--- src/rtl/myo_sched_pkg.sv ---
// Shared types for the myocontrol SPI scheduler: FSM state encoding and a
// width helper used for counters and board indices.
package myo_sched_pkg;

  typedef enum logic [2:0] {
    IDLE,
    SETUP,
    START,
    WAIT,
    HOLD,
    NEXT
  } sched_state_t;

  // Bits needed to hold 0..n-1, never less than one.
  function automatic int width_of(input int n);
    return (n <= 2) ? 1 : $clog2(n);
  endfunction

endpackage

--- src/rtl/myo_sched_tick.sv ---
// Free-running control-period counter; tick marks the last cycle of each
// period and the count is parked at zero while scheduling is disabled.
module myo_sched_tick
  import myo_sched_pkg::*;
#(
  parameter int PERIOD_CYCLES = 50000
) (
  input  logic clk,
  input  logic reset_n,
  input  logic enable,
  output logic tick
);

  localparam int CW = width_of(PERIOD_CYCLES);

  logic [CW-1:0] cnt_q;

  assign tick = enable && (cnt_q == CW'(PERIOD_CYCLES - 1));

  always_ff @(posedge clk or negedge reset_n) begin
    if (!reset_n) begin
      cnt_q <= '0;
    end else if (!enable || tick) begin
      cnt_q <= '0;
    end else begin
      cnt_q <= cnt_q + 1'b1;
    end
  end

endmodule

--- src/rtl/myo_spi_scheduler.sv ---
// Walks the enabled motor boards once per control period, driving one select
// and one SPI start per board. Define MYO_SCHED_TIMEOUT_EN for the WAIT watchdog.
module myo_spi_scheduler
  import myo_sched_pkg::*;
#(
  parameter int NUM_MOTORS     = 9,
  parameter int PERIOD_CYCLES  = 50000,
  parameter int SS_SETUP       = 4,
  parameter int TIMEOUT_CYCLES = 1000,
  localparam int IDX_W         = width_of(NUM_MOTORS)
) (
  input  logic                  clk,
  input  logic                  reset_n,
  input  logic                  enable,
  input  logic [NUM_MOTORS-1:0] motor_mask,
  input  logic                  spi_done,
  output logic                  spi_start,
  output logic [NUM_MOTORS-1:0] ss_n,
  output logic [IDX_W-1:0]      motor_idx,
  output logic                  frame_done,
  output logic                  overrun,
  input  logic                  overrun_clr,
  output logic [NUM_MOTORS-1:0] timeout_err,
  input  logic                  err_clr
);

  localparam int CNT_MAX = (TIMEOUT_CYCLES > SS_SETUP) ? TIMEOUT_CYCLES : SS_SETUP;
  localparam int CNT_W   = width_of(CNT_MAX);

  sched_state_t          state_q, state_d;
  logic [IDX_W-1:0]      idx_q, idx_d;
  logic [NUM_MOTORS-1:0] frame_mask_q;
  logic [CNT_W-1:0]      cnt_q;
  logic                  overrun_q;
  logic                  tick;
  logic                  mask_load;
  logic                  ss_sel;
  logic                  phase_done;
  logic [IDX_W-1:0]      first_idx, next_idx;
  logic                  next_found;

  myo_sched_tick #(
    .PERIOD_CYCLES(PERIOD_CYCLES)
  ) u_tick (
    .clk    (clk),
    .reset_n(reset_n),
    .enable (enable),
    .tick   (tick)
  );

  // Lowest set bit of the live mask, and lowest latched bit above the current board.
  always_comb begin
    first_idx  = '0;
    next_idx   = '0;
    next_found = 1'b0;
    for (int i = NUM_MOTORS - 1; i >= 0; i--) begin
      if (motor_mask[i]) begin
        first_idx = IDX_W'(i);
      end
      if (frame_mask_q[i] && (i > int'(idx_q))) begin
        next_found = 1'b1;
        next_idx   = IDX_W'(i);
      end
    end
  end

  assign phase_done = (cnt_q == CNT_W'(SS_SETUP - 1));

`ifdef MYO_SCHED_TIMEOUT_EN
  logic err_set;
`endif

  always_comb begin
    state_d    = state_q;
    idx_d      = idx_q;
    mask_load  = 1'b0;
    spi_start  = 1'b0;
    frame_done = 1'b0;
    ss_sel     = 1'b0;
`ifdef MYO_SCHED_TIMEOUT_EN
    err_set    = 1'b0;
`endif
    case (state_q)
      IDLE: begin
        if (tick && (|motor_mask)) begin
          mask_load = 1'b1;
          idx_d     = first_idx;
          state_d   = SETUP;
        end
      end
      SETUP: begin
        ss_sel = 1'b1;
        if (phase_done) state_d = START;
      end
      START: begin
        ss_sel    = 1'b1;
        spi_start = 1'b1;
        state_d   = WAIT;
      end
      WAIT: begin
        ss_sel = 1'b1;
        if (spi_done) begin
          state_d = HOLD;
        end
`ifdef MYO_SCHED_TIMEOUT_EN
        else if (cnt_q == CNT_W'(TIMEOUT_CYCLES - 1)) begin
          err_set = 1'b1;
          state_d = HOLD;
        end
`endif
      end
      HOLD: begin
        ss_sel = 1'b1;
        if (phase_done) state_d = NEXT;
      end
      NEXT: begin
        if (!enable) begin
          state_d = IDLE;
        end else if (next_found) begin
          idx_d   = next_idx;
          state_d = SETUP;
        end else begin
          frame_done = 1'b1;
          state_d    = IDLE;
        end
      end
      default: state_d = IDLE;
    endcase
  end

  always_comb begin
    ss_n = '1;
    if (ss_sel) ss_n[idx_q] = 1'b0;
  end

  // Phase counter restarts on every state change, so it times SETUP, HOLD and WAIT alike.
  always_ff @(posedge clk or negedge reset_n) begin
    if (!reset_n) begin
      state_q      <= IDLE;
      idx_q        <= '0;
      frame_mask_q <= '0;
      cnt_q        <= '0;
      overrun_q    <= 1'b0;
    end else begin
      state_q <= state_d;
      idx_q   <= idx_d;
      if (mask_load) frame_mask_q <= motor_mask;
      if (state_d != state_q) cnt_q <= '0;
      else                    cnt_q <= cnt_q + 1'b1;
      if (tick && (state_q != IDLE)) overrun_q <= 1'b1;
      else if (overrun_clr)          overrun_q <= 1'b0;
    end
  end

`ifdef MYO_SCHED_TIMEOUT_EN
  logic [NUM_MOTORS-1:0] err_q;

  always_ff @(posedge clk or negedge reset_n) begin
    if (!reset_n) begin
      err_q <= '0;
    end else begin
      err_q <= (err_clr ? '0 : err_q) | (err_set ? (NUM_MOTORS'(1) << idx_q) : '0);
    end
  end

  assign timeout_err = err_q;
`else
  logic unused_err_clr;
  assign unused_err_clr = err_clr;
  assign timeout_err    = '0;
`endif

  assign motor_idx = idx_q;
  assign overrun   = overrun_q;

endmodule

--- config.mk ---
export PLATFORM = sky130hd
export DESIGN_NAME = myo_spi_scheduler
export DESIGN_NICKNAME = d
export VERILOG_FILES = /design/src/rtl/myo_sched_pkg.sv /design/src/rtl/myo_sched_tick.sv /design/src/rtl/myo_spi_scheduler.sv
export SDC_FILE = /design/constraint.sdc
export NUM_CORES = 1
export LEC_CHECK = 0
export CORE_MARGIN = 10
export CORE_UTILIZATION = 45
export DETAILED_ROUTE_END_ITERATION = 8
export HOLD_SLACK_MARGIN = 0.1
export PLACE_DENSITY = 0.79
export REMOVE_ABC_BUFFERS = 1
export SLEW_MARGIN = 20
export SYNTH_ARGS = -nofsm -noshare
export SYNTH_HDL_FRONTEND = slang
export SYNTH_SLANG_ARGS = --single-unit
--- constraint.sdc ---
create_clock -name clk -period 5.2 [get_ports clk]
set_clock_uncertainty 0.15 [all_clocks]
set_input_delay 0.78 -clock clk [delete_from_list [all_inputs] [get_ports clk]]
set_output_delay 0.78 -clock clk [all_outputs]
set_load 0.005 [all_outputs]
==> key figures <==
Die
  – Die area: 9176 um^2
  – IO Count: 40
  – Initial core utilization: 46.66%
  – Die extent in y: 95.79 um
  – Core ar.: 5540 um^2
  – Die width: 95.79 um
  – Site Rows: 27

Global routing
  – Vias in the first global route: 2050
  – First-pass GRT wire length: 9197 um
  – GRT overflow: 0
  – Initial antenna violation count: 0
  – Largest net degree at the start of global routing: 43
  – GR Util All Layers: 12.40%

Critical path
  – Buffers plus inverters on the worst setup path: 2
  – Cells along the critical path: clkdlybuf4s50_1, and2_1, nand2_1, nor3_1, clkdlybuf4s50_1
  – CP Capture Point: frame_done
  – Crit path max-delay family: buffers and inverters
  – CP Launch Point: enable
  – CP Capture Type: primary output
  – CP peak stage delay: 0.57 ns
  – Worst EP required: 4.27 ns
  – CP max-delay cell: clkdlybuf4s50_1
  – CP Max Fanout: 5
  – WP depth: 5
  – Cell count of the worst reg-to-reg path: 4
  – Critical Path AT: 2.42 ns
  – Worst flop-to-flop path endpoint: motor_idx[2]
  – Flop2flop setup slack: 2.58 ns
  – CP most frequent cell: clkdlybuf4s50_1
  – Worst r2r src: state_q[0]
  – Critical path class: primary input to primary output
  – Setup crit start kind: primary input

Routing
  – Iteration-0 DRC Markers: 84
  – DRT antenna net count: 0
  – Vias: 2040
  – Routed len/inst: 14.51 um
  – WL final: 5454 um
  – Post-route DRC violation count: 0
  – Drt pass-1 iters: 4
  – Vias per cell: 5.426

Finish
  – Cell Count, Final, Fillers Out: 376
  – Area grow syn2layout: 13.65%
  – Post-route design area: 2938 um^2
  – Layout net count: 320
  – Fraction of layout cells with a size suffix above 1: 7.566%
  – Filler Cells Inserted: 506
  – Antenna cells: 0

Power and ir drop
  – Total power draw: 588.6 uW
  – Pwr Density: 200.3 nW/um^2
  – Pleak: 1.305 nW
  – Peak supply drop: 0.09583 mV

Synth
  – Yosys reg bits: 42
  – Ys async rst share: 100.0%
  – Cell with the most instances after synthesis: dfrtp_1
  – Number of synthesized flops with an enable pin: 0
  – Commonest cells in the synthesized netlist: dfrtp_1, nor2_1, nand2_1, nand3_1, inv_1
  – Sequential area share after synthesis: 40.66%
  – Synth warn: 0
  – Post-synth top area cell: dfrtp_1
  – Yosys top cell area share: 40.66%
  – Syn_area_per_cell: 9.332 um^2
  – Mapped Cells: 277
  – Synth top area cells: dfrtp_1, nor2_1, nand2_1
  – Cell area after synthesis: 2585 um^2
  – Yosys cell types: 61
  – Main flop type after synthesis: dfrtp_1

STA
  – Rel. slew slack: 37.67%
  – Final hold vios: 0
  – Final max-slew violation count: 0
  – Crit share post-route: 64.38%
  – Achievable Freq: 298.7 MHz
  – Tightest Pin Transition: 0.9350 ns
  – Final setup viols: 0
  – Final setup TNS: 0 ns
  – RSZ-0062 raised after global routing: no
  – Crit path time final: 3.348 ns

Clocking
  – Num CTS Buffers: 5
  – CTS max path bufs: 2
  – Clk pin slew, worst setup/hold paths: 0.07 ns
  – Clock root buffer: clkbuf_8
  – H-Tree Depth: 2
  – Hold-fix buffers, CTS: 0
  – Post-CTS sizing: 0
  – Clk Latency, worst-skew pair: 0.30 ns
  – Clock Sinks: 42
  – CTS tree: built
  – Post-CTS setup buffer count: 0

Placement
  – Placed cell count: 368
  – Cell Area, Placed: 2846 um^2
  – GPL Wtd Cong: 0.8275
  – DP Wirelength: 3967 um
  – Number of port buffers: 29

Flow run
  – Max Cap Viol: 0

Worst hold path
  – Hold Path Class: register to register

Run status
  – Status: complete, no violations
-- cell usage in the layout, fill, tap and decap left out, types with 5 or more instances in the layout --
master,netlist,routed
nand2_1,31,31
nor2_1,34,34
a21oi_1,6,6
clkbuf_8,0,6
inv_1,11,11
clkdlybuf4s50_1,0,28
dfrtp_1,42,42
nor3_1,10,10
and2_1,5,5
xnor2_1,10,10
nand3_1,12,12
o21ai_0,8,8
and3_1,5,5
mux2_1,7,7
conb_1,1,9
xor2_1,10,10
-- metrics by stage --
stage	utilization (%)	setup slack, ns	hold slack, ns
6_report	53.03	1.852	0.3108
5_1_grt	53.03	1.748	0.3502
4_1_cts	53.03	1.860	0.3154
3_5_place_dp	51.38	1.886	0.3060
3_3_place_gp	51.38	1.873	0.2948
2_1_floorplan	-	2.728	0.2751
-- report_power, final --
part           switching (mW)  total [mW]  internal (mW)
sequential            0.00348       0.334          0.330
clock                   0.113       0.220          0.107
combinational          0.0205      0.0348         0.0143
-- how the worst min path moves through the flow --
stage / startpoint / end / cells past startpoint
floorplan: u_tick.cnt_q[0] / u_tick.cnt_q[0] / 1
global placement: u_tick.cnt_q[0] / u_tick.cnt_q[0] / 1
detailed placement: u_tick.cnt_q[0] / u_tick.cnt_q[0] / 1
CTS: u_tick.cnt_q[0] / u_tick.cnt_q[0] / 1
global route: u_tick.cnt_q[0] / u_tick.cnt_q[0] / 1
finish: u_tick.cnt_q[0] / u_tick.cnt_q[0] / 1
-- flip-flops by register name, summed over array words and instances (netlist names) --
register,count
state_q,3
frame_mask_q,8
cnt_q,10
overrun,1
u_tick.cnt_q,16
motor_idx,4
-- worst reg2reg max path, delay by kind of cell, from the launching register on --
family	cells	cell delay (ns)
simple gates	3	1.57
mux	1	0.30
flops	1	0.50
-- logic make-up (layout without fill, tap and decap cells) --
group / after synthesis / after routing / synth area share (%)
simple gates: 131 / 131 / 26.43
fa+ha+maj: 2 / 2 / 0.9679
compound gates: 41 / 41 / 12.63
buf+inv: 29 / 48 / 7.163
mux: 11 / 11 / 5.228
flops: 42 / 42 / 40.66
xor+xnor: 20 / 20 / 6.776
other cells: 1 / 9 / 0.1451
-- routing by layer --
layer,global-route usage (%),up-vias,share of wire [%]
li1,-,997,-
met3,3.580,7,7.3
met2,21.44,61,47
met5,0,-,0
met4,4.300,0,1.4
met1,14.31,975,44
-- cell type report --
class / instances / area [um^2] / share of cell area (%)
inverter: 11 / 41.29 / 1.405
tap: 72 / 90.09 / 3.066
timing repair buffer: 29 / 285.3 / 9.710
sequential: 42 / 1051 / 35.78
clock inverter: 1 / 5.005 / 0.1704
clock buffer: 7 / 86.33 / 2.939
multi-input combinational: 214 / 1379 / 46.93
(Power assumes the default switching activity.)
